### src/rtl/cdc_handshake_src.sv
// cdc_handshake_src: launch side of a toggle-request / toggle-ack multi-bit CDC handshake.
// A word is held stable on bus_data from acceptance until the synchronized ack matches req_toggle.
module cdc_handshake_src #(
    parameter int DATA_WIDTH = 8,
    parameter int NUM_STAGES = 2
) (
    input  logic                  clk,
    input  logic                  reset,
    input  logic [DATA_WIDTH-1:0] src_data,
    input  logic                  src_valid,
    output logic                  src_ready,
    output logic [DATA_WIDTH-1:0] bus_data,
    output logic                  req_toggle,
    input  logic                  ack_async,
    output logic                  xfer_done,
    output logic                  proto_err
);
    generate
        if (NUM_STAGES < 2 || NUM_STAGES > 4) begin : g_bad_stages
            $error("cdc_handshake_src: NUM_STAGES must be in 2..4");
        end
    endgenerate

    typedef enum logic {IDLE, WAIT_ACK} state_t;

    state_t                  state_q;
    logic [DATA_WIDTH-1:0]   bus_q;
    logic                    req_q;
    logic                    done_q;
    logic                    err_q;
    logic                    ack_sync;
    logic [NUM_STAGES-1:0]   ack_s_d;

    // The only flops that sample the foreign domain; keep them together, unretimed.
    (* ASYNC_REG = "TRUE", SHREG_EXTRACT = "NO", DONT_TOUCH = "TRUE" *)
    logic [NUM_STAGES-1:0]   ack_s_q;

    assign ack_s_d    = {ack_s_q[NUM_STAGES-2:0], ack_async};
    assign ack_sync   = ack_s_q[NUM_STAGES-1];
    assign src_ready  = (state_q == IDLE);
    assign bus_data   = bus_q;
    assign req_toggle = req_q;
    assign xfer_done  = done_q;
    assign proto_err  = err_q;

    always_ff @(posedge clk) begin
        if (reset) begin
            ack_s_q <= '0;
        end else begin
            ack_s_q <= ack_s_d;
        end
    end

    // bus_q and req_q update on the same edge so the destination never sees a new request with old data.
    always_ff @(posedge clk) begin
        if (reset) begin
            state_q <= IDLE;
            bus_q   <= '0;
            req_q   <= 1'b0;
            done_q  <= 1'b0;
            err_q   <= 1'b0;
        end else begin
            done_q <= 1'b0;
            if (state_q == IDLE && ack_sync != req_q) err_q <= 1'b1;
            if (state_q == IDLE) begin
                if (src_valid) begin
                    bus_q   <= src_data;
                    req_q   <= ~req_q;
                    state_q <= WAIT_ACK;
                end
            end else if (ack_sync == req_q) begin
                state_q <= IDLE;
                done_q  <= 1'b1;
            end
        end
    end
endmodule
### config.mk
export PLATFORM = sky130hd
export DESIGN_NAME = cdc_handshake_src
export DESIGN_NICKNAME = d
export VERILOG_FILES = /design/src/rtl/cdc_handshake_src.sv
export SDC_FILE = /design/constraint.sdc
export NUM_CORES = 1
export LEC_CHECK = 0
export BUFFER_PORTS_ARGS = -buffer_cell sky130_fd_sc_hd__buf_4
export CAP_MARGIN = 20
export CELL_PAD_IN_SITES_DETAIL_PLACEMENT = 1
export CELL_PAD_IN_SITES_GLOBAL_PLACEMENT = 2
export CORE_UTILIZATION = 24
export CTS_CLUSTER_DIAMETER = 200
export DETAILED_ROUTE_END_ITERATION = 10
export PLACE_DENSITY_LB_ADDON = 0.1
export SYNTH_ARGS = -nofsm -noshare
export SYNTH_HDL_FRONTEND = slang
export SYNTH_SLANG_ARGS = --single-unit
### constraint.sdc
create_clock -name clk -period 2.1 [get_ports clk]
set_input_delay 0.42 -clock clk [delete_from_list [all_inputs] [get_ports clk]]
set_output_delay 0.42 -clock clk [all_outputs]
set_load 0.01 [all_outputs]
### After elaboration in Yosys (flattened, before gate mapping)

Index checks and enable logic that the tools add are counted.

* output and inout bits: 12
* input bits: 12
* register bits: 14
* word-level logic and storage cells: 17

* reduce and logical (&&, ||, !) cells: 3
* equality and inequality tests: 2
* muxes and demuxes: 4
* bitwise logic cells: 2

Operators by type and width (count)
* 1-bit 2-to-1 mux: 4
* 1-bit inverter: 2
* 2-bit AND reduction: 1
* 2-bit OR reduction: 1
* 1-bit equality test: 1
* 1-bit logical AND: 1
* 1-bit != test: 1

### Logic depth before layout (Yosys ltp)

* depth after elaboration: 3
* depth in mapped cells: 4
* depth with buffers taken out: 3

### Worst setup path after synthesis

OpenSTA, ideal clock, no wires.

* path type: input to register
* from: in src_valid
* to: reg req_q, in the netlist req_toggle
* cell stages on the path: 4
* arrival time: 0.843 ns
* path buffers: 1
* setup time: 0.128 ns
* slack: 1.129 ns
* data required time: 1.972 ns
* path through: nor2b_1 -> buf_4 -> xnor2_1 -> nor2_1

* cells in the longest elaborated chain, start to end: 1

RTL lines
* from (decl): RTL line 10 `input logic src_valid,`
* 2-bit AND reduction (no source line)
* to (signal assigned): RTL line 68 `req_q <= ~req_q;`
* to (decl): RTL line 28 `logic req_q;`

Every way passes these cells.
A chain may end at the register's enable or synchronous reset.

### Worst setup path in the final report

* from: reg state_q
* to: out src_ready

* cells in the longest elaborated chain, start to end: 1

RTL lines
* from (decl): RTL line 26 `state_t state_q;`
* from (signal assigned): RTL line 57 `state_q <= IDLE;`
* from (signal assigned): RTL line 69 `state_q <= WAIT_ACK;`
* from (signal assigned): RTL line 72 `state_q <= IDLE;`
* 1-bit inverter (no source line)
* to (decl): RTL line 11 `output logic src_ready,`

Every way passes these cells.

==> flow_summary.rst <==
.. list-table::
   :header-rows: 1

   * - Metric
     - Value
   * - Placed cell count
     - 99
   * - Worst Setup Start Kind
     - register
   * - Post-DR wirelength/cell
     - 11.03 um
   * - Count of non-filler cells in the finished layout
     - approximately 100
   * - Largest fanout on the critical path
     - 4
   * - Critical path data arrival time
     - 0.87 ns
   * - Met1 Track Usage GR
     - 13.24%
   * - Standby leakage power
     - 0.3148 nW
   * - Fin worst setup slack
     - 0.8091 ns
   * - Finished layout cell area
     - 693.2 sq um
   * - Number of antenna cells inserted
     - 0
   * - Final net count
     - roughly 90
   * - Resized cells post-CTS
     - 0
   * - Register cell area after layout
     - 280.3 sq um
   * - Number of standard-cell rows in the floorplan
     - 15
   * - Overall routed net length
     - 1136 um
   * - Total number of H-tree levels
     - 1
   * - Share of post-route cells with drive strength above 1
     - between 30 and 40%
   * - Max Cap Violations
     - 0
   * - Met3 usage in global routing
     - about 4.3%
   * - Required time of the worst setup path
     - approximately 1.7 ns
   * - First DRT Iteration DRCs
     - 0
   * - Time the worst path needs with I/O delays and setup
     - 1.291 ns
   * - Final GP Congestion
     - approximately 0.65
   * - Area after detailed placement
     - approximately 660 sq um
   * - Area added between synthesis and finish
     - 47.73%
   * - Overall global routing resource usage
     - about an eighth
   * - Antenna violations before repair
     - 0
   * - Maximum clock insertion buffer count
     - 2
   * - Critical Path Max Stage Delay
     - ~0.37 ns
   * - Number of iterations in the first detailed-routing pass
     - 1
   * - Hold violation count in the final report
     - 0
   * - Flops & latches, synth
     - 14
   * - I/O Buffers
     - 23
   * - Die extent in x
     - ~46 um
   * - Die ar.
     - around 2100 sq um
   * - Peak-usage layer in the global routing report
     - met2
   * - Fin crit share
     - around three fifths
   * - Post-detailed-route DRC marker count
     - 0
   * - Count of boundary I/O pins
     - 24
   * - Fill cells
     - 229
   * - Mapped Cells
     - between 50 and 60
   * - Max Transition Viols Final
     - 0
   * - Detailed Place HPWL
     - between 800 and 900 um
   * - Yosys synthesis warning count
     - 0
   * - Number of nets still failing antenna checks after routing
     - 0
   * - Mapped Area
     - 469.2 sq um
   * - Placeable core region
     - 1783 sq um
   * - Clk_lat worst skew
     - approximately 0.27 ns
   * - Post-CTS setup buffers
     - 0
   * - Commonest non-fill, non-tap cells in the layout
     - 23 x sky130_fd_sc_hd__buf_4, 16 x sky130_fd_sc_hd__nand2_1, 14 x sky130_fd_sc_hd__dfxtp_1
   * - Buffer cell driving the clock tree root
     - sky130_fd_sc_hd__clkbuf_4
   * - Per-instance average area after synthesis
     - 8.689 sq um
   * - Number of vias in the routed layout
     - between 400 and 500
   * - Number of endpoints failing setup at the final stage
     - 0
   * - Remaining global-route overflow
     - 0
   * - Post-CTS clock slew at the launch and capture registers of the worst setup and hold paths
     - around 0.080 ns
   * - Power Density
     - approximately 830 nW/um^2
   * - Critical path, cell by cell
     - inv_1 > buf_4
   * - Mean number of vias per cell
     - roughly 4.2
   * - WS Path Type
     - reg -> out
   * - Clock buffers created by TritonCTS
     - 3
   * - Post-layout util
     - between 30 and 40%
   * - Starting density of the core
     - 26.32%
   * - Capturing element type of the critical path
     - output pin
   * - Height of the die
     - ~46 um
   * - First-pass GRT wire length
     - 1780 um
   * - Clk_skew
     - between 0.0015 and 0.002 ns
   * - Global routing met2 resource utilization
     - a little over a fifth
   * - Distinct cell type count after synthesis
     - 13
   * - Multi-input gate area
     - around 170 sq um
   * - Result of the run
     - finished, final reports clean
   * - Slowest cell on crit path
     - sky130_fd_sc_hd__dfxtp_1
   * - Via count of the first global-routing pass
     - 412
   * - Worst slew slack as a fraction of its limit
     - 52.34%
   * - Synth Net Count
     - 66
   * - Pin count of the biggest net entering global routing
     - 15
   * - Proportion of synthesized chip area in sequential cells
     - between 50% and 60%
   * - Leading cell type in the layout, fill and taps excluded
     - sky130_fd_sc_hd__buf_4
   * - CTS sink count
     - 14
   * - Aggregate negative setup slack
     - 0 ns
   * - CTS tree
     - built
   * - FMAX
     - 0.7746 GHz
   * - Path class of the lowest-slack min-delay path
     - in -> reg
   * - # hold bufs at CTS
     - 0
   * - Setup repair after global routing missed its margin
     - false
   * - Pre-CTS setup slack
     - between 0.6 and 0.7 ns
   * - Tightest Pin Transition
     - approximately 0.71 ns
   * - Largest vdd supply drop
     - between 0.0003 and 0.0004 V
-- through the flow --
| stage | hold slack [ns] | total power [W] |
|---|---|---|
| 2_1_floorplan | 0.4138 | 0.0003441 |
| 3_3_place_gp | 0.4308 | 0.0003907 |
| 3_5_place_dp | 0.4289 | 0.0003931 |
| 4_1_cts | 0.3457 | 0.0005868 |
| 5_1_grt | 0.3620 | 0.0006138 |
| 6_report | 0.3556 | 0.0005751 |
-- sequential cells by signal, indices dropped and copies added (netlist names) --
signal and cells:
state_q 1, bus_data 8, req_toggle 1, ack_s_q 2, xfer_done 1, proto_err 1
-- Yosys cell counts --
cell / number / share of area [%]
sky130_fd_sc_hd__xnor2_1: 1 / 1.9
sky130_fd_sc_hd__buf_4: 1 / 1.6
sky130_fd_sc_hd__a21oi_1: 10 / 11
sky130_fd_sc_hd__nand2b_1: 1 / 1.3
sky130_fd_sc_hd__nor2_1: 3 / 2.4
sky130_fd_sc_hd__inv_1: 1 / 0.80
sky130_fd_sc_hd__dfxtp_1: 14 / 60
sky130_fd_sc_hd__nand2_1: 16 / 13
sky130_fd_sc_hd__clkbuf_1: 1 / 0.80
sky130_fd_sc_hd__buf_2: 1 / 1.1
sky130_fd_sc_hd__xor2_1: 1 / 1.9
sky130_fd_sc_hd__nor3_1: 1 / 1.1
sky130_fd_sc_hd__nor2b_1: 3 / 4.0
-- where the power goes --
| group | switching, W | internal [W] |
|---|---|---|
| clock network | 0.0000849 | 0.000105 |
| registers | 0.0000110 | 0.000284 |
| logic | 0.0000429 | 0.0000470 |
-- worst paths after layout --
check	startpoint	endpoint	slack, ns	cells after the start
setup / recovery	state_q	src_ready	0.81	2
hold / removal	ack_async	ack_s_q[0]	0.36	2
setup reg to reg	state_q	req_toggle	0.84	3
hold reg to reg	ack_s_q[0]	ack_s_q[1]	0.44	1
-- routing by layer --
layer,vias up,part of all wire [%]
met2,17,50
met1,201,41
li1,217,-
met5,-,0
met4,0,1.2
met3,2,8.0
-- worst max-delay path: cells and delay by family, from the launching register on --
kind                   cells  cell delay [ns]
flip-flops                 1             0.37
buffers and inverters      2             0.22
-- layout make-up --
class | instances | share of cell area (%)
clock buffers | 4 | 5.235
repair buffers | 23 | 24.91
flip-flops and latches | 14 | 40.43
well taps | 25 | 4.513
inverters | 1 | 0.5415
multi-input cells | 36 | 24.37
-- logic make-up (layout without fill, tap and decap cells) --
group | Yosys count | count (layout) | share of synthesized area [%]
DFF | 14 | 14 | 59.73
buffers and inverters | 4 | 28 | 4.265
and+or+nand+nor | 24 | 24 | 21.60
AOI/OAI and AO/OA | 10 | 10 | 10.67
xor gates and xnor gates | 2 | 2 | 3.734
Power figures use the tool's default switching activity.
